===== src/rtl/load_store_unit.sv =====
// Load/store unit: byte/halfword/word accesses to a word-wide data memory with
// sign/zero extension, read-modify-write for sub-word stores, and alignment/range errors.
module load_store_unit #(
  parameter int unsigned ADDR_BITS = 16
) (
  input  logic        clk,
  input  logic        rst,
  input  logic        req_valid,
  output logic        req_ready,
  input  logic        req_write,
  input  logic [1:0]  req_size,
  input  logic        req_unsigned,
  input  logic [31:0] req_addr,
  input  logic [31:0] req_wdata,
  output logic        resp_valid,
  output logic [31:0] resp_rdata,
  output logic        resp_err,
  output logic [31:0] mem_addr,
  output logic [31:0] mem_wdata,
  output logic        mem_write,
  input  logic [31:0] mem_rdata
);

  typedef enum logic [2:0] {StIdle, StLoad, StRmwRd, StWrite, StErr} state_e;

  state_e      state_q, state_d;
  logic        write_q, write_d;
  logic [1:0]  size_q, size_d;
  logic        unsigned_q, unsigned_d;
  logic [31:0] addr_q, addr_d;
  logic [31:0] wdata_q, wdata_d;
  logic [31:0] merge_q, merge_d;
  logic        resp_valid_q, resp_valid_d;
  logic        resp_err_q, resp_err_d;
  logic [31:0] resp_rdata_q, resp_rdata_d;

  logic        accept;
  logic        req_err;
  logic [7:0]  byte_lane;
  logic [15:0] half_lane;
  logic [31:0] load_ext;
  logic [31:0] store_word;

  assign accept = req_valid && (state_q == StIdle);

  // Illegal size, misalignment, or any address bit at/above ADDR_BITS.
  assign req_err = (req_size == 2'b11)
                || ((req_size == 2'b10) && (req_addr[1:0] != 2'b00))
                || ((req_size == 2'b01) && req_addr[0])
                || (|(req_addr >> ADDR_BITS));

  assign byte_lane = mem_rdata[{addr_q[1:0], 3'b000} +: 8];
  assign half_lane = mem_rdata[{addr_q[1], 4'b0000} +: 16];

  always_comb begin
    load_ext = mem_rdata;
    unique case (size_q)
      2'b00:   load_ext = {{24{~unsigned_q & byte_lane[7]}}, byte_lane};
      2'b01:   load_ext = {{16{~unsigned_q & half_lane[15]}}, half_lane};
      default: load_ext = mem_rdata;
    endcase
  end

  always_comb begin
    store_word = merge_q;
    unique case (size_q)
      2'b00:   store_word[{addr_q[1:0], 3'b000} +: 8] = wdata_q[7:0];
      2'b01:   store_word[{addr_q[1], 4'b0000} +: 16] = wdata_q[15:0];
      default: store_word = wdata_q;
    endcase
  end

  always_comb begin
    state_d    = state_q;
    write_d    = write_q;
    size_d     = size_q;
    unsigned_d = unsigned_q;
    addr_d     = addr_q;
    wdata_d    = wdata_q;
    merge_d    = merge_q;
    unique case (state_q)
      StIdle: begin
        if (accept) begin
          write_d    = req_write;
          size_d     = req_size;
          unsigned_d = req_unsigned;
          addr_d     = req_addr;
          wdata_d    = req_wdata;
          if (req_err)                 state_d = StErr;
          else if (!req_write)         state_d = StLoad;
          else if (req_size == 2'b10)  state_d = StWrite;
          else                         state_d = StRmwRd;
        end
      end
      StRmwRd: begin
        merge_d = mem_rdata;
        state_d = StWrite;
      end
      StLoad, StWrite, StErr: state_d = StIdle;
      default: state_d = StIdle;
    endcase
  end

  // Response registers fire on leaving a final state, so the pulse lands in IDLE.
  always_comb begin
    resp_valid_d = (state_q == StLoad) || (state_q == StWrite) || (state_q == StErr);
    resp_err_d   = (state_q == StErr);
    resp_rdata_d = (state_q == StLoad) ? load_ext : 32'h0;
  end

  always_ff @(posedge clk or negedge rst) begin
    if (!rst) begin
      state_q      <= StIdle;
      write_q      <= 1'b0;
      size_q       <= 2'b00;
      unsigned_q   <= 1'b0;
      addr_q       <= 32'h0;
      wdata_q      <= 32'h0;
      merge_q      <= 32'h0;
      resp_valid_q <= 1'b0;
      resp_err_q   <= 1'b0;
      resp_rdata_q <= 32'h0;
    end else begin
      state_q      <= state_d;
      write_q      <= write_d;
      size_q       <= size_d;
      unsigned_q   <= unsigned_d;
      addr_q       <= addr_d;
      wdata_q      <= wdata_d;
      merge_q      <= merge_d;
      resp_valid_q <= resp_valid_d;
      resp_err_q   <= resp_err_d;
      resp_rdata_q <= resp_rdata_d;
    end
  end

  always_comb begin
    req_ready  = (state_q == StIdle);
    resp_valid = resp_valid_q;
    resp_err   = resp_err_q;
    resp_rdata = resp_rdata_q;
    mem_write  = (state_q == StWrite);
    mem_wdata  = (state_q == StWrite) ? store_word : 32'h0;
    if (!rst) begin
      mem_addr = 32'h0;
    end else if (state_q == StIdle) begin
      mem_addr = {req_addr[31:2], 2'b00};
    end else begin
      mem_addr = {addr_q[31:2], 2'b00};
    end
  end

  // write_q is kept for completeness of the latched request; the FSM already encodes it.
  logic unused_write;
  assign unused_write = write_q;

endmodule


===== config.mk =====
export PLATFORM = sky130hd
export DESIGN_NAME = load_store_unit
export DESIGN_NICKNAME = d
export VERILOG_FILES = /design/src/rtl/load_store_unit.sv
export SDC_FILE = /design/constraint.sdc
export NUM_CORES = 1
export LEC_CHECK = 0
export BUFFER_PORTS_ARGS = -buffer_cell sky130_fd_sc_hd__buf_2
export CAP_MARGIN = 30
export CORE_MARGIN = 1.5
export CORE_UTILIZATION = 53
export DETAILED_ROUTE_END_ITERATION = 8
export PLACE_DENSITY = 0.92
export SLEW_MARGIN = 5
export SYNTH_ARGS = -nofsm -noshare
export SYNTH_HDL_FRONTEND = slang
export SYNTH_SLANG_ARGS = --single-unit

===== constraint.sdc =====
create_clock -name clk -period 2.7 [get_ports clk]
set_input_delay 0.405 -clock clk [delete_from_list [all_inputs] [get_ports clk]]
set_output_delay 0.405 -clock clk [all_outputs]
set_load 0.02 [all_outputs]

==> results summary <==
The residual antenna-violating net count after detailed routing is 0. After detailed routing, the number of remaining DRC violations is 0. The shortest clock period the worst path allows after layout is between 2 and 3 ns.

The area of the die is 0.0143 mm². The worst-case clock buffer depth is 2. The worst setup slack after placement is 0.241 ns. The utilization of the core after routing came out at 0.699. The post-synthesis sequential element count is roughly 140. The cell count after synthesis came out at between 700 and 800.

The number of input and output port buffers inserted came out at 200. The tightest hold path in the finished design has a slack of ~0.19 ns. Of all flip-flops after synthesis, the portion carrying an async set or reset was 1.00. The worst vdd rail ir drop is a little over 400 µV. The post-detailed-route wirelength per cell is ~19 µm.

The data required time at the worst endpoint is 2.30 ns. The maximum number of pins on one net before global-route repair came out at approximately 110. The worst pin sits at a relative slew slack of 0.529. Leaving out fill and tap cells, the most frequent cells in the layout are sky130_fd_sc_hd__nand2_1, sky130_fd_sc_hd__buf_2, sky130_fd_sc_hd__dfrtp_1, sky130_fd_sc_hd__mux2_2, sky130_fd_sc_hd__nor2_1. The mean post-synth cell area is approximately 9.4 µm². The number of cell instances on the worst register-to-register path came out at 7. The detailed-route via count came out at 7,044. The via density per instance is between 6 and 7. Setup repair after global routing could not meet its margin everywhere.

The worst setup path is launched from a register. The max-capacitance violation count is 0. TritonCTS built the clock tree. The startpoint identified for the worst hold timing path is req_wdata[0]. The routed design has about 22,000 µm of wire. The signed area change from the synthesized netlist to the final layout is 28.5%. The post-synthesis sequential area ratio came out at 0.472. STA classifies the critical path endpoint as an output port. The total area of multi-input combinational cells came out at between 0.003 and 0.004 mm².

In this run the critical register-to-register path is captured at resp_rdata[16]. The congestion estimate from routability-driven global placement came to about 0.96. The total of endpoints with negative setup slack in the final report came out at 0. The clock net in this run drives a total of between 100 and 150 sinks. The clock input transition at the sequential cells of the worst setup and hold paths is approximately 0.060 ns. The total count of max-transition violations in the final report came to 0.

The Yosys warning count is 0. The initial antenna violation count came out at 1. Yosys mapped the design onto 50 distinct sky130hd cell types. The share of layout cells above drive strength 1 is 0.374. The clock arrives with just over 0.005 ns of skew. The core box area is 0.0132 mm². The count of flip-flops with a built-in enable after synthesis came out at 0. The first TritonRoute pass finished after 8 iterations. The number of fillers in the final layout came out at 1,006. CTS built an H-tree with a depth of 4.

The DRC marker count from the first detailed-route iteration is slightly above 800. The worst-margin pin slew came out at 0.706 ns. The leading cell type in the layout, fill and taps excluded is sky130_fd_sc_hd__nand2_1. The residual overflow from global routing came out at 0. The cell area after synthesis came out at ~0.0072 mm². The setup slack of the worst register-to-register path is between 0.4 and 0.5 ns. The clock latency reported for the late side of the worst-skew pair came out at between 0.4 and 0.5 ns.

The number of rows created at floorplan is 42. The run finished with clean final reports. The wire-length estimate of the detail-placed layout is ~15,000 µm.

The final number of hold-violating endpoints is 0. The x dimension of the die came out at approximately 120 µm. The die is 120 µm tall. The starting utilization of the core area came out at 0.544. The min-delay analysis places its worst path in the category input port to register. The most used flip-flop cell after synthesis is sky130_fd_sc_hd__dfrtp_1. The finished cells cover 0.00926 mm². For this design the ratio of total power to cell area is 657 mW/mm². The total number of nets in the final design came out at roughly 1,100. The wire length of the first global-routing pass is about 34,000 µm. The number of CTS-inserted buffers is 17.

The upper clock frequency limit came out at between 300 and 400 MHz. The post-route fraction of the period consumed by the critical path is 0.984. The boundary pin count is ~200. The clock root buffer master is sky130_fd_sc_hd__clkbuf_16. The final worst slack came out at 0.0436 ns. After detailed placement, the total cell area comes to approximately 0.0084 mm². The post-placement cell count came out at 1,119. The data arrival at the endpoint of the critical path is roughly 2.3 ns. The path with the worst hold slack has its endpoint at wdata_q[0]. For this design the static power due to leakage is 4.47 nW. The worst register-to-register path begins at addr_q[1]. The finished layout holds 1,154 standard cells, fillers aside. The type of the setup path with the least slack is register to output port. The flip-flop and latch area is between 0.003 and 0.004 mm². The number of global-route vias before repair is between 6,000 and 7,000. The worst hold path cell count came out at 3. The combined global-route utilization of all metal layers came out at 0.307. The maximum fanout encountered on the critical timing path came out at 10.
==> worst max path at each step <==
stage                    from  slack (ns)       endpoint
floorplan           addr_q[1]       -0.04  mem_wdata[12]
global placement    addr_q[0]        0.28  mem_wdata[15]
detailed placement  addr_q[0]        0.24  mem_wdata[15]
CTS                 addr_q[1]       0.009   mem_wdata[8]
global route        addr_q[1]       -0.05  mem_wdata[18]
finish              size_q[1]        0.04   mem_wdata[1]
==> final cells by class <==
class	instances	area share
inverters	19	0.00770
clock buffers	18	0.0474
well taps	176	0.0238
multi-input cells	559	0.388
flip-flops and latches	136	0.368
repair buffers	231	0.141
clock inverters	14	0.0238
diodes	1	0.000270
==> per-layer routing <==
metal / track usage / wire length [µm] / vias to the layer above
met3: 0.0808 / 2340 / 90
met1: 0.376 / 8270 / 3398
met4: 0.141 / 1070 / 0
li1: - / - / 3097
met5: 0 / 0 / -
met2: 0.510 / 10500 / 459
==> cell families after synthesis <==
logic type                 count (synthesis)  synth area share
and+or+nand+nor                          304             0.177
AOI/OAI and AO/OA                        167             0.163
DFF                                      136             0.472
muxes                                     81             0.126
buffers and inverters                     76            0.0519
adders and majority gates                  5           0.00868
other                                      1          0.000520
==> cells in the mapped netlist, drive strengths merged (6+ instances only) <==
master	instances	share of area
buf	26	0.026
nor2	39	0.021
a31oi	8	0.0069
mux2	76	0.12
inv	18	0.0094
nor3b	8	0.0083
a32oi	6	0.0073
nor3	20	0.015
a21boi	30	0.031
a21oi	20	0.014
nand2	211	0.11
a221oi	23	0.028
a22oi	8	0.0083
o21ai	29	0.021
a222oi	7	0.0097
o22ai	21	0.018
dfrtp	136	0.47
clkbuf	31	0.016
a221o	7	0.0097
==> per-stage QoR <==
| step | total power, mW | setup TNS, ns |
|---|---|---|
| final | 6.09 | 0 |
| after global routing | 6.30 | -0.137 |
| after CTS | 6.04 | 0 |
| after detailed placement | 3.43 | 0 |
| after global placement | 3.40 | 0 |
| after floorplan | 3.04 | -0.160 |
==> what timing repair did <==
action	in CTS	in global routing
hold buffers	1	0
pin swaps	0	6
buffers inserted	0	0
setup endpoints to repair	15	19
gates resized for setup	7	21
hold endpoints to repair	29	0
==> power by group <==
group	leakage [nW]	switching [mW]	internal [mW]
logic	2.58	0.670	0.493
clock network	0.309	0.927	1.67
registers	1.58	0.137	2.19
==> critical path, cell delays in order, from the launching register on <==
cell and delay (ns):
sky130_fd_sc_hd__dfrtp_1 0.44, sky130_fd_sc_hd__buf_4 0.22, sky130_fd_sc_hd__nand2b_1 0.36, sky130_fd_sc_hd__o22ai_1 0.12
sky130_fd_sc_hd__a221o_1 0.30, sky130_fd_sc_hd__nor2_1 0.17, sky130_fd_sc_hd__buf_2 0.20
==> flip-flops by register name, summed over array words and instances, names as in the netlist, 2 cells and up <==
| name | count |
|---|---|
| addr_q | 32 |
| merge_q | 32 |
| resp_rdata | 32 |
| wdata_q | 32 |
| state_q | 3 |
| size_q | 2 |
Power figures use the tool's default switching activity.
